**config.mk**
```make
export PLATFORM = sky130hd
export DESIGN_NAME = mux_scan_flat
export DESIGN_NICKNAME = d
export VERILOG_FILES = /design/src/rtl/mux_scan_if.sv /design/src/rtl/mux_scan.sv /design/src/flat_wrapper.sv
export SDC_FILE = /design/constraint.sdc
export NUM_CORES = 1
export LEC_CHECK = 0
export BUFFER_PORTS_ARGS = -buffer_cell sky130_fd_sc_hd__buf_2
export CAP_MARGIN = 20
export CORE_ASPECT_RATIO = 1.2
export CORE_MARGIN = 2
export CORE_UTILIZATION = 53
export DETAILED_ROUTE_END_ITERATION = 8
export MAX_ROUTING_LAYER = met4
export PLACE_DENSITY = 0.78
export SYNTH_ARGS = -nofsm -noshare
export SYNTH_HDL_FRONTEND = slang
export SYNTH_SLANG_ARGS = --single-unit
```
**constraint.sdc**
```tcl
create_clock -name clk -period 1.6 [get_ports clk]
set_input_delay 0.08 -clock clk [delete_from_list [all_inputs] [get_ports clk]]
set_output_delay 0.08 -clock clk [all_outputs]
set_load 0.01 [all_outputs]
```
**src/rtl/mux_scan_if.sv**
```systemverilog
// Scan-controller bus: start request, selector select/output pair, and the result valid/ready handshake.
interface mux_scan_if;
    logic       start;
    logic [1:0] sel;
    logic       y_in;
    logic       busy;
    logic [3:0] data;
    logic       valid;
    logic       ready;

    modport master (
        input  start, y_in, ready,
        output sel, busy, data, valid
    );

    modport slave (
        output start, y_in, ready,
        input  sel, busy, data, valid
    );
endinterface

```
**src/rtl/mux_scan.sv**
```systemverilog
// Scan controller around a 4-to-1 selector: steps sel 0..3, waits SETTLE cycles per lane, assembles a 4-bit word.
// Optional MUX_SCAN_CONTINUOUS_EN: a handshake in HOLD restarts the scan immediately instead of returning to IDLE.
module mux_scan #(
    parameter int unsigned SETTLE = 2
) (
    input  logic      clk,
    input  logic      rst_n,
    mux_scan_if.master bus
);

    typedef enum logic [1:0] {IDLE, WAIT, SAMPLE, HOLD} state_t;

    localparam logic [3:0] RELOAD = 4'(SETTLE - 1);

    state_t     state;
    logic [3:0] cnt;
    logic [3:0] shreg;

    always_ff @(posedge clk or negedge rst_n) begin
        if (!rst_n) begin
            state     <= IDLE;
            cnt       <= '0;
            shreg     <= '0;
            bus.sel   <= '0;
            bus.data  <= '0;
            bus.valid <= 1'b0;
            bus.busy  <= 1'b0;
        end else begin
            case (state)
                IDLE: begin
                    bus.sel <= '0;
                    if (bus.start) begin
                        state    <= WAIT;
                        cnt      <= RELOAD;
                        bus.busy <= 1'b1;
                    end
                end
                WAIT: begin
                    if (cnt == '0) begin
                        state <= SAMPLE;
                    end else begin
                        cnt <= cnt - 4'd1;
                    end
                end
                SAMPLE: begin
                    shreg[bus.sel] <= bus.y_in;
                    if (bus.sel != 2'd3) begin
                        bus.sel <= bus.sel + 2'd1;
                        cnt     <= RELOAD;
                        state   <= WAIT;
                    end else begin
                        // Lane 3 goes straight into data; shreg[3] is only written for consistency.
                        bus.data  <= {bus.y_in, shreg[2:0]};
                        bus.valid <= 1'b1;
                        bus.busy  <= 1'b0;
                        bus.sel   <= '0;
                        state     <= HOLD;
                    end
                end
                HOLD: begin
                    if (bus.ready) begin
                        bus.valid <= 1'b0;
`ifdef MUX_SCAN_CONTINUOUS_EN
                        state    <= WAIT;
                        cnt      <= RELOAD;
                        bus.sel  <= '0;
                        bus.busy <= 1'b1;
`else
                        state <= IDLE;
`endif
                    end
                end
                default: state <= IDLE;
            endcase
        end
    end

endmodule

```
**src/flat_wrapper.sv**
```systemverilog
// flat-port wrapper written by rule: the top's interface ports become plain ports
module mux_scan_flat 
#(
    parameter int unsigned SETTLE = 2
)
  (clk, rst_n, bus_start, bus_y_in, bus_ready, bus_sel, bus_busy, bus_data, bus_valid);
  mux_scan_if bus_i ();
  input  logic clk;
  input  logic rst_n;
  input wire logic [$bits(bus_i.start)-1:0] bus_start;
  input wire logic [$bits(bus_i.y_in)-1:0] bus_y_in;
  input wire logic [$bits(bus_i.ready)-1:0] bus_ready;
  output wire logic [$bits(bus_i.sel)-1:0] bus_sel;
  output wire logic [$bits(bus_i.busy)-1:0] bus_busy;
  output wire logic [$bits(bus_i.data)-1:0] bus_data;
  output wire logic [$bits(bus_i.valid)-1:0] bus_valid;
  assign bus_i.start = bus_start;
  assign bus_i.y_in = bus_y_in;
  assign bus_i.ready = bus_ready;
  assign bus_sel = bus_i.sel;
  assign bus_busy = bus_i.busy;
  assign bus_data = bus_i.data;
  assign bus_valid = bus_i.valid;
  mux_scan #(.SETTLE(SETTLE)) u_core (.clk(clk), .rst_n(rst_n), .bus(bus_i));
endmodule
```
==> flow_summary.json <==
{
  "status": "finished, final reports clean",
  "cp-endpoint": "u_core.cnt[0]",
  "syn_area_sq_um": 863,
  "synth_cell_types": 25,
  "grt_pass1_vias": 606,
  "cp_num_cells": 5,
  "rows": 15,
  "vias": 645,
  "r2r_start": "u_core.cnt[1]",
  "routed_wl_um": 1580,
  "drtIter0Drc": 4,
  "use_met1": 0.204,
  "synth_edf_count": 0,
  "layout-drive-gt1-share": 0.347,
  "tritoncts": "built",
  "grt_usage": 0.204,
  "clock_latency_ns": 0.29,
  "clock.fmax_mhz": 646,
  "antenna_found_initial": 0,
  "grt_max_degree": 18,
  "critPathLaunch": "u_core.cnt[1]",
  "avgSynthCellArea_sq_um": 11.1,
  "synth_ff_type": "dfrtp_1",
  "path_clk_slew_ns": 0.09,
  "synthesis.nets": 89,
  "cts_root_buffer": "clkbuf_4",
  "viasPerCell": 5.61,
  "arrival_ns": 1.73,
  "yosys.area.top_type": "dfrtp_1",
  "power_density_nw_per_um2": 1780,
  "yosysTopAreaCellShare": 0.493,
  "clock-sinks": 17,
  "path_class": "flop to flop",
  "grt-ovfl-total": 0,
  "syn2layout_area_growth_pct": 16.2,
  "clock_path_buffers": 2,
  "async_flop_share": 1.00,
  "finalHoldViolations": 0,
  "ys_warn_count": 0,
  "path_cells": "inv_1 -> ha_2 -> or4b_4 -> o211ai_2 -> a21oi_1",
  "die_w_um": 40.8,
  "die_area_sq_um": 1970,
  "rsz0062_at_grt": "no",
  "yosysSeqAreaShare": 0.493,
  "worstMarginPinSlew_ns": 0.376,
  "core_area_sq_um": 1480,
  "maxSlewViolCount": 0,
  "start_util": 0.582,
  "slew_headroom": 0.749,
  "r2r_end": "u_core.cnt[0]",
  "max_stage_delay_ns": 0.48,
  "r2r_cells": 5,
  "total_power_mw": 1.79,
  "path_max_fanout": 4,
  "drt_pass1_iterations": 3,
  "dp_hpwl_um": 1190,
  "worst_hold_path_type": "primary input to flop",
  "gp_congestion": 0.817,
  "crit_family": "simple AND/OR/NAND/NOR gates",
  "cp-start-kind": "flop",
  "post-cts-setup-buffers": 0,
  "finalClockSkew_ns": 0.00192,
  "cts_buffers": 3,
  "finalSetupViolCount": 0,
  "finalSetupTns_ns": 0,
  "synth_area_leaders": "dfrtp_1 (49%), mux2_2 (9.1%), ha_1 (8.7%)",
  "whs_path_depth": 2,
  "ant_nets": 0,
  "nNetsFinal": 110,
  "maxCapViolations": 0,
  "worst-path-buf-inv": 1,
  "drc": 0,
  "synth_seq_cells": 17,
  "cpMaxStageDelayCell": "or4b_4",
  "num_antenna_cells": 0,
  "grt_use_met3": 0.0274,
  "min_period_over_period": 0.967,
  "critPathRequiredTime_ns": 1.78,
  "post-route-min-period_ns": 1.55,
  "die_h_um": 48.2,
  "power.leakage_nw": 0.504,
  "ir_drop_mv": 0.915,
  "place.port_buffers": 12,
  "htreeDepth": 1,
  "wl_per_cell_um": 13.7,
  "r2r_slack_ns": 0.05,
  "syn_inst": 78,
  "end_kind": "flop",
  "busiest_layer": "met2",
  "globalRouteMet2Util": 0.372,
  "grt_first_pass_wirelength_um": 2500,
  "ioPinCount": 13
}
[final cells by class]
type	count	area, sq um
Multi-Input combinational cell	53	399
Inverter	6	22.5
Timing Repair Buffer	18	108
Clock buffer	3	22.5
Sequential cell	17	425
Tap cell	17	21.3
Fill cell	119	479
Clock inverter	1	5.00
[where the power goes]
group	internal, mW	switching [mW]	leakage (nW)
Clock	0.0930	0.129	0.0177
Combinational	0.418	0.411	0.278
Sequential	0.607	0.132	0.208
[layout by cell type, fill, tap and decap left out, drive strengths merged, types with 2 or more instances in the layout]
cell    instances
buf            17
a21oi           4
inv             6
o211ai          3
a21o            2
nand2           9
nor3            4
nand2b          2
dfrtp          17
ha              6
a22o            2
o21ai           5
and2b           2
clkbuf          3
mux2            7
[metal layers]
layer	part of all wire	vias to the layer above
met5	0	-
met4	0.019	0
met3	0.029	4
met2	0.57	12
met1	0.38	319
li1	-	310
[registers in the layout (all words and copies together), names as in the netlist]
register,flops
u_core.shreg,3
u_core.bus.busy,1
u_core.cnt,4
u_core.state,2
u_core.bus.sel,2
u_core.bus.data,4
u_core.bus.valid,1
[worst min-delay path by stage]
stage	start	to	slack (ns)
after floorplan	rst_n	u_core.bus.busy	-0.22
after global placement	rst_n	u_core.bus.sel[1]	0.02
after detailed placement	rst_n	u_core.bus.sel[1]	0.01
after CTS	bus_y_in	u_core.shreg[1]	0.08
after global routing	bus_y_in	u_core.shreg[1]	0.07
final	bus_y_in	u_core.shreg[1]	0.07
[metrics by stage]
| stage | instance area, sq um | setup WS [ns] | std cells | hold WS (ns) | util |
|---|---|---|---|---|---|
| floorplan | 863 | 0.134 | 78 | -0.216 | - |
| global placement | 963 | 0.0929 | 110 | 0.0164 | 0.650 |
| detailed placement | 963 | 0.0506 | 110 | 0.0140 | 0.650 |
| CTS | 1000 | 0.0394 | 115 | 0.0752 | 0.675 |
| global route | 1000 | 0.00506 | 115 | 0.0714 | 0.677 |
| finish | 1000 | 0.0521 | 115 | 0.0740 | 0.677 |
[synth_stat cells, drive strengths merged (3+ instances only)]
| cell | instances |
|---|---|
| mux2 | 7 |
| dfrtp | 17 |
| o21ai | 5 |
| nand2 | 9 |
| a21oi | 4 |
| nor3 | 4 |
| ha | 6 |
| inv | 6 |
| o211ai | 3 |
[logic make-up after synthesis]
| kind of cell | count (synthesis) | synth area share |
|---|---|---|
| buffers and inverters | 8 | 0.0478 |
| AO/OA/AOI/OAI | 18 | 0.139 |
| AND/OR/NAND/NOR | 22 | 0.142 |
| flip-flops | 17 | 0.493 |
| multiplexers | 7 | 0.0913 |
| adder cells (fa/ha/maj) | 6 | 0.0870 |
[what timing repair did]
action,4_1_cts,5_1_grt
gates resized for setup,0,2
setup endpoints to repair,0,2
endpoints found under the hold margin,17,0
hold buffers,1,0
Power figures use the tool's default switching activity.
